## config.mk

```make
export PLATFORM = sky130hd
export DESIGN_NAME = regwb_arbiter
export DESIGN_NICKNAME = d
export VERILOG_FILES = /design/src/rtl/regwb_pkg.sv /design/src/rtl/regwb_fifo.sv /design/src/rtl/regwb_arbiter.sv
export SDC_FILE = /design/constraint.sdc
export NUM_CORES = 1
export LEC_CHECK = 0
export ABC_AREA = 1
export CAP_MARGIN = 20
export CORE_MARGIN = 10
export CORE_UTILIZATION = 34
export DETAILED_ROUTE_END_ITERATION = 16
export PLACE_DENSITY = 0.67
export SETUP_SLACK_MARGIN = 0.1
export SLEW_MARGIN = 20
export SYNTH_ARGS = -nofsm -noshare
export SYNTH_HDL_FRONTEND = slang
export SYNTH_SLANG_ARGS = --single-unit
```

## constraint.sdc

```tcl
create_clock -name clk -period 3.7 [get_ports clk]
set_input_delay 0.74 -clock clk [delete_from_list [all_inputs] [get_ports clk]]
set_output_delay 0.74 -clock clk [all_outputs]
set_load 0.005 [all_outputs]
```

## src/rtl/regwb_pkg.sv

```systemverilog
// Shared types and constants for the register-file write-back arbiter.
package regwb_pkg;

  localparam int DATA_W = 32;
  localparam int ADDR_W = 5;

  localparam logic [ADDR_W-1:0] REG_ZERO = 5'd0;

  // One buffered mult/div result: destination register plus value.
  typedef struct packed {
    logic [ADDR_W-1:0] rd;
    logic [DATA_W-1:0] data;
  } md_entry;

  // Register 0 is hard-wired to zero, so it never takes a write or a busy bit.
  function automatic logic is_live_reg(input logic [ADDR_W-1:0] r);
    return r != REG_ZERO;
  endfunction

endpackage

```

## src/rtl/regwb_fifo.sv

```systemverilog
// Small synchronous FIFO for mult/div results. The head entry is visible
// combinationally so the arbiter can pop and register it in the same cycle.
module regwb_fifo #(
  parameter int DEPTH = 2,
  parameter int WIDTH = 37,
  localparam int PTR_W = $clog2(DEPTH),
  localparam int CNT_W = PTR_W + 1
) (
  input  logic             clk,
  input  logic             rst,
  input  logic             push,
  input  logic [WIDTH-1:0] push_data,
  input  logic             pop,
  output logic [WIDTH-1:0] head_data,
  output logic             full,
  output logic             empty,
  output logic [CNT_W-1:0] count
);

  logic [WIDTH-1:0] mem [DEPTH];
  logic [PTR_W-1:0] wr_ptr_reg;
  logic [PTR_W-1:0] rd_ptr_reg;
  logic [CNT_W-1:0] count_reg;
  logic             do_push;
  logic             do_pop;

  assign full      = (count_reg == CNT_W'(DEPTH));
  assign empty     = (count_reg == '0);
  assign count     = count_reg;
  assign head_data = mem[rd_ptr_reg];

  // Guard against overflow/underflow even if a caller misbehaves.
  assign do_push = push && !full;
  assign do_pop  = pop && !empty;

  // Pointers wrap naturally because DEPTH is a power of two.
  always_ff @(posedge clk) begin
    if (rst) begin
      wr_ptr_reg <= '0;
      rd_ptr_reg <= '0;
      count_reg  <= '0;
    end else begin
      if (do_push) wr_ptr_reg <= wr_ptr_reg + PTR_W'(1);
      if (do_pop)  rd_ptr_reg <= rd_ptr_reg + PTR_W'(1);
      if (do_push && !do_pop)      count_reg <= count_reg + CNT_W'(1);
      else if (do_pop && !do_push) count_reg <= count_reg - CNT_W'(1);
    end
  end

  // Storage array carries no reset; occupancy is tracked by count_reg alone.
  always_ff @(posedge clk) begin
    if (do_push) mem[wr_ptr_reg] <= push_data;
  end

endmodule

```

## src/rtl/regwb_arbiter.sv

```systemverilog
// Sole writer of the register file write port. The pipeline result always
// wins; buffered mult/div results fill idle cycles. A busy scoreboard tells
// decode which registers still wait on a mult/div result.
module regwb_arbiter #(
  parameter int MD_DEPTH = 2,
  parameter int DATA_W   = regwb_pkg::DATA_W,
  parameter int ADDR_W   = regwb_pkg::ADDR_W
) (
  input  logic                        clk,
  input  logic                        rst,
  input  logic                        wb_regWr,
  input  logic [ADDR_W-1:0]           wb_writeimport,
  input  logic [DATA_W-1:0]           wb_Writedata,
  input  logic                        md_issue,
  input  logic [ADDR_W-1:0]           md_issue_rd,
  input  logic                        md_valid,
  output logic                        md_ready,
  input  logic [ADDR_W-1:0]           md_rd,
  input  logic [DATA_W-1:0]           md_data,
  input  logic [ADDR_W-1:0]           readimport1,
  input  logic [ADDR_W-1:0]           readimport2,
  output logic                        stall,
  output logic                        rf_regWr,
  output logic [ADDR_W-1:0]           rf_writeimport,
  output logic [DATA_W-1:0]           rf_Writedata,
  output logic [$clog2(MD_DEPTH):0]   md_count
);

  import regwb_pkg::*;

  localparam int NREG  = 1 << ADDR_W;
  localparam int CNT_W = $clog2(MD_DEPTH) + 1;

  logic              wb_live;
  logic              md_push;
  logic              md_pop;
  logic              fifo_full;
  logic              fifo_empty;
  logic [CNT_W-1:0]  fifo_count;
  md_entry           push_entry;
  md_entry           head_entry;

  logic              rf_regWr_reg;
  logic [ADDR_W-1:0] rf_addr_reg;
  logic [DATA_W-1:0] rf_data_reg;

  logic [NREG-1:0]   busy_reg;
  logic [NREG-1:0]   busy_next;
  logic              clr_valid_reg;
  logic [ADDR_W-1:0] clr_rd_reg;

  // A pipeline write to register 0 is treated exactly like an idle slot.
  assign wb_live = wb_regWr && is_live_reg(wb_writeimport);

  // Ready depends only on registered occupancy, never on a same-cycle pop.
  assign md_ready = !fifo_full;
  assign md_push  = md_valid && md_ready;
  assign md_pop   = !wb_live && !fifo_empty;
  assign md_count = fifo_count;

  // Pack the offered result into a FIFO entry.
  always_comb begin
    push_entry      = '0;
    push_entry.rd   = md_rd;
    push_entry.data = md_data;
  end

  regwb_fifo #(
    .DEPTH (MD_DEPTH),
    .WIDTH ($bits(md_entry))
  ) u_fifo (
    .clk       (clk),
    .rst       (rst),
    .push      (md_push),
    .push_data (push_entry),
    .pop       (md_pop),
    .head_data (head_entry),
    .full      (fifo_full),
    .empty     (fifo_empty),
    .count     (fifo_count)
  );

  // Write-port register: pipeline first, then FIFO head; address/data hold when idle.
  always_ff @(posedge clk) begin
    if (rst) begin
      rf_regWr_reg <= 1'b0;
      rf_addr_reg  <= '0;
      rf_data_reg  <= '0;
    end else if (wb_live) begin
      rf_regWr_reg <= 1'b1;
      rf_addr_reg  <= wb_writeimport;
      rf_data_reg  <= wb_Writedata;
    end else if (md_pop && is_live_reg(head_entry.rd)) begin
      rf_regWr_reg <= 1'b1;
      rf_addr_reg  <= head_entry.rd;
      rf_data_reg  <= head_entry.data;
    end else begin
      rf_regWr_reg <= 1'b0;
    end
  end

  assign rf_regWr       = rf_regWr_reg;
  assign rf_writeimport = rf_addr_reg;
  assign rf_Writedata   = rf_data_reg;

  // Per-register next busy state: a new issue beats the deferred clear.
  for (genvar gi = 0; gi < NREG; gi++) begin : g_busy
    if (gi == 0) begin : g_zero
      assign busy_next[gi] = 1'b0;
    end else begin : g_live
      assign busy_next[gi] =
          (md_issue && (md_issue_rd == ADDR_W'(gi))) ||
          (busy_reg[gi] && !(clr_valid_reg && (clr_rd_reg == ADDR_W'(gi))));
    end
  end

  // Scoreboard and deferred clear: the clear lands on the edge the register file commits.
  always_ff @(posedge clk) begin
    if (rst) begin
      busy_reg      <= '0;
      clr_valid_reg <= 1'b0;
      clr_rd_reg    <= '0;
    end else begin
      busy_reg      <= busy_next;
      clr_valid_reg <= md_pop && is_live_reg(head_entry.rd);
      clr_rd_reg    <= head_entry.rd;
    end
  end

  assign stall = (is_live_reg(readimport1) && busy_reg[readimport1]) ||
                 (is_live_reg(readimport2) && busy_reg[readimport2]);

endmodule

```

# Yosys cells after proc, flatten, opt, wreduce, memory -nomap -nowiden

Memories as Yosys holds them, arrays and structs flattened. A register that Yosys moved wholly into a read port is not among the register bits.
Index checks and enable logic that the tools add are counted.
W data, S select, Z words.

Bits in writable memories: 74
Input port bits: 94
Bits in read-only memories: 0
Memories: 1
Output and inout bits: 42
Latch bits: 0
Logic and storage cells: 274
Flip-flop bits (word level): 80

Memory list:

| memory     | depth | width | rd ports | clocked after memory_dff | wr ports | RTL line         | source |
|---|---|---|---|---|---|---|---|
| u_fifo.mem | 2     | 37    | 1        | 1                        | 1        | regwb_fifo.sv:20 | `logic [WIDTH-1:0] mem [DEPTH];` |

Shift-type cells: 0
$lt $le $gt $ge: 2
Divide/modulo/power cells: 0
Bitwise operators: 0
Multiplexer cells: 16
Add/subtract/negate cells: 4
Equal/unequal tests: 63
Reductions and logical operators: 178
$mul: 0

Operators with widths:

| kind                  | number |
|---|---|
| $eq A5 B5 Y1 const B  | 32 |
| $logic_and A1 B1 Y1   | 103 |
| $eq A5 B4 Y1 const B  | 16 |
| $mux W32              | 2 |
| $eq A5 B3 Y1 const B  | 8 |
| $logic_not A1 Y1      | 36 |
| $logic_or A1 B1 Y1    | 32 |
| $eq A5 B2 Y1 const B  | 4 |
| $reduce_bool A5 Y1    | 4 |
| $lt A5 B6 Y1 const B  | 2 |
| $bmux W1 S5           | 2 |
| $eq A5 B1 Y1 const B  | 2 |
| $mux W5               | 2 |
| $mux W1               | 8 |
| $mux W2               | 2 |
| $reduce_bool A2 Y1    | 2 |
| $add A1 B1 Y1 const B | 2 |
| $add A2 B1 Y2 const B | 1 |
| $eq A2 B2 Y1 const B  | 1 |
| $logic_not A2 Y1      | 1 |
| $sub A2 B1 Y2 const B | 1 |

# Depth between registers and ports, before layout

Depth after elaboration: 8
Gate-level depth with buffers: 14
Gate-level depth less buffers: 13

# Modules after synthesis

From an unflattened synthesis, not the netlist that was laid out.

Cells, all modules: 847
Area total of the unflattened synthesis: 7186.9 µm²

By module, submodules not included:

| module        | area each (µm²) | cells each | instances |
|---|---|---|---|
| regwb_arbiter | 4113.9          | 695        | 1 |
| regwb_fifo    | 3072.9          | 152        | 1 |

# Worst setup path before layout

Ideal clock, no wire load.

Path kind: input to register
From: input md_valid
To: memory u_fifo.mem[1][0] (enable)
Arrival: 2.409 ns
Stages: 2
Path slack: 0.859 ns
Path through: nand2_1 > nor2_1

Word-level cells in the longest chain between the ends: 4

RTL lines:

| element                       | RTL line            | source |
|---|---|---|
| start: declaration            | regwb_arbiter.sv:16 | `input logic md_valid,` |
| $logic_and A1 B1 Y1           | regwb_arbiter.sv:57 | `assign md_push = md_valid && md_ready;` |
| $logic_and A1 B1 Y1           | regwb_fifo.sv:33    | `assign do_push = push && !full;` |
| $mux W1                       | regwb_fifo.sv:52    | `if (do_push) mem[wr_ptr_reg] <= push_data;` |
| $mux W1 (implied by the code) | regwb_fifo.sv:52    |  |
| end: declaration              | regwb_fifo.sv:20    |  |

Every way passes these cells.

# Worst setup path in the final report

From: input readimport2[2]
To: output stall

Word-level cells in the longest chain between the ends: 4
Elaborated cells on any way between the ends: 5

RTL lines:

| element                       | RTL line             | source |
|---|---|---|
| start: declaration            | regwb_arbiter.sv:21  | `input logic [ADDR_W-1:0] readimport2,` |
| $bmux W1 S5                   | regwb_arbiter.sv:131 | `(is_live_reg(readimport2) && busy_reg[readimport2]);` |
| $mux W1 (implied by the code) | regwb_arbiter.sv:131 |  |
| $logic_and A1 B1 Y1 *         | regwb_arbiter.sv:131 |  |
| $logic_or A1 B1 Y1 *          | regwb_arbiter.sv:130 | `assign stall = (is_live_reg(readimport1) && busy_reg[readimport1]) \|\|` |
| end: declaration              | regwb_arbiter.sv:22  | `output logic stall,` |

Every way passes the cells marked *; elsewhere a longest branch is shown, timed or not. The select of a mux whose other input is x is not followed.

==> flow_summary.ini <==
[synthesis]
synth-async-reset-ratio_pct = 0
synth_flop_cell = dfxtp_1
yosysTopAreaCell = edfxtp_1
ys_seq_elements = 154
synth_warnings = 0
syn_area_mm2 = 0.00715
synthMostInstantiatedCell = nand2_1
synth_cells = 887
synth_top_area_share_pct = 31.1
synth_edf_count = 74
ys_types = 22
avgSynthCellArea_um2 = 8.06
seq_area_frac_synth_pct = 53.5
ys_top_cells_by_count = nand2_1 (240), inv_1 (100), dfxtp_1 (80), nor2_1 (80), o21ai_0 (78)
synth_nets = 982
synthTopCellsByArea = edfxtp_1 (31%), dfxtp_1 (22%), nand2_1 (13%)

[drt]
final_antenna_net_count = 0
drt_iter0_markers = 476
vias_per_cell = 4.80
drcViolationCount = 0
wl_per_cell_um = 15.6
dr.pass1.iters = 7
vias = 6202
drt_wl_total_um = 20100

[clocking]
cts_setup_buffers = 0
h-tree-depth = 4
cts_buffers = 17
clk_pin_slew_worst_paths_ns = 0.06
cts_root_buf = clkbuf_16
clk_latency_ns = 0.42
cts_tree = done
cts.sinks = 154
clockBufferDepth = 2
cts_resized = 0
cts_hold_repair.buffers = 0

[critical_path]
arrival_ns = 2.68
rrSetupSlack_ns = 1.50
startpoint_type = primary input
cp.buffers_inverters = 4
crit_required_ns = 2.96
path_class = primary input to output pin
critPathCaptureType = output pin
critPathMaxStageDelay_ns = 0.59
worst-path-max-fanout = 6
critPathSlowestCell = clkdlybuf4s50_1
cpMostUsedCell = nand2_1
path_cells = clkdlybuf4s50_1, inv_1, nor2_1, nand2_1, nand3_1, nand2_1, nand3_1, nand3_1, nand2_1, inv_1, nand2_1, clkdlybuf4s50_1
crit_family = buffers and inverters

[power_and_ir_drop]
total_power_mw = 5.33
leakagePower_nw = 3.72
ir_drop_mv = 0.335
power_density_mw_per_mm2 = 567

[outcome]
status = finished clean

[placement]
place_ws_ns = 0.300
portBuffers = 135
dp_hpwl_um = 14400
gp_congestion = 0.929
place_area_mm2 = 0.00876

[grt]
track_usage_pct = 14.9
grt_pass1_vias = 6174
grt.overflow.total = 0
grt_pass1_wl_um = 32300
antenna_found_initial = 1
grt_max_degree = 76

[sta]
slew_headroom_pct = 48.9
setup_viol = 0
period_needed_ns = 3.42
timing.hold.ws_ns = 0.456
period_share_pct = 92.6
fmax_ghz = 0.292
grt_setup_unrepaired = false
finalClockSkew_ns = 0.00974
hold_viol_final = 0
worst_slack_ns = 0.275
fin_setup_tns_ns = 0
worst_slew_pin_slew_ns = 0.766
timing_max_transition_violations_final = 0

[cells_and_area]
area_growth_pct = 31.7
drive_above_1_share_pct = 5.48
final_area_mm2 = 0.00941
antenna_cells = 0
largest_reg_flops = 74
layout.nets = 1104

[die]
start_util_pct = 35.0
placementRows = 52
fp.dieArea_mm2 = 0.0272
die_x_um = 165
coreArea_mm2 = 0.0204
io_pins = 136
die_h_um = 165

[flow_run]
cap_violations = 0

[hold_path]
worstHoldPathType = flip-flop to flip-flop
[cells in the final DEF, fill, tap and decap left out, drive strengths merged]
cell and instances:
a21oi 75, a31oi 1, buf 15, bufinv 5
clkbuf 17, clkdlybuf4s50 135, clkinv 7, clkinvlp 2
dfxtp 80, edfxtp 74, ha 1, inv 101
mux2i 32, nand2 240, nand3 70, nand4 2
nor2 81, nor3 1, o211ai 1, o21ai 79
or2 3
[power by group]
group	switching, mW	internal [mW]	leakage, nW	total, mW
Clock	0.696	1.20	0.311	1.89
Combinational	0.678	0.565	2.06	1.24
Sequential	0.139	2.06	1.35	2.20
[path summary, 6_finish.rpt]
check	to	depth (start not counted)	from
setup reg to reg	rf_Writedata[29]	8	flip-flop
hold / removal	flip-flop	1	u_fifo.rd_ptr_reg
hold reg to reg	flip-flop	1	u_fifo.rd_ptr_reg
setup / recovery	stall	12	readimport2[2]
[cell families (layout without fill, tap and decap cells)]
| kind of cell | Yosys count | in the layout | share of synthesized area [%] |
|---|---|---|---|
| simple gates | 397 | 397 | 22.4 |
| compound gates | 156 | 156 | 11.0 |
| flops | 154 | 154 | 53.5 |
| buf+inv | 147 | 282 | 8.47 |
| mux | 32 | 32 | 4.48 |
| fa+ha+maj | 1 | 1 | 0.175 |
[stage by stage]
| step | utilization, % | std cells |
|---|---|---|
| after floorplan | - | 887 |
| after global placement | 42.9 | 1260 |
| after detailed placement | 42.9 | 1260 |
| after CTS | 46.1 | 1292 |
| after global routing | 46.1 | 1292 |
| final | 46.1 | 1292 |
[routing by layer]
metal | vias to the layer above | global-route usage [%] | part of all wire, %
met3 | 33 | 5.90 | 9.2
li1 | 3139 | - | -
met5 | - | 0 | 0.084
met4 | 2 | 4.99 | 1.7
met2 | 189 | 23.8 | 47
met1 | 2839 | 18.0 | 42
[area by class of cell]
cell class / count / area, um2
Fill cell: 2029 / 11000
Sequential cell: 154 / 3820
Multi-Input combinational cell: 586 / 2740
Timing Repair Buffer: 150 / 1490
Clock buffer: 17 / 425
Inverter: 100 / 375
Tap cell: 270 / 338
Clock inverter: 15 / 223
[worst register-to-register path: cells and delay by family, from the launching register on]
family,cells,cell delay [ns]
and+or+nand+nor,6,0.87
DFF,1,0.73
buffers and inverters,1,0.28
AOI/OAI and AO/OA,1,0.21
No activity file was read; power rests on OpenSTA's default activity.
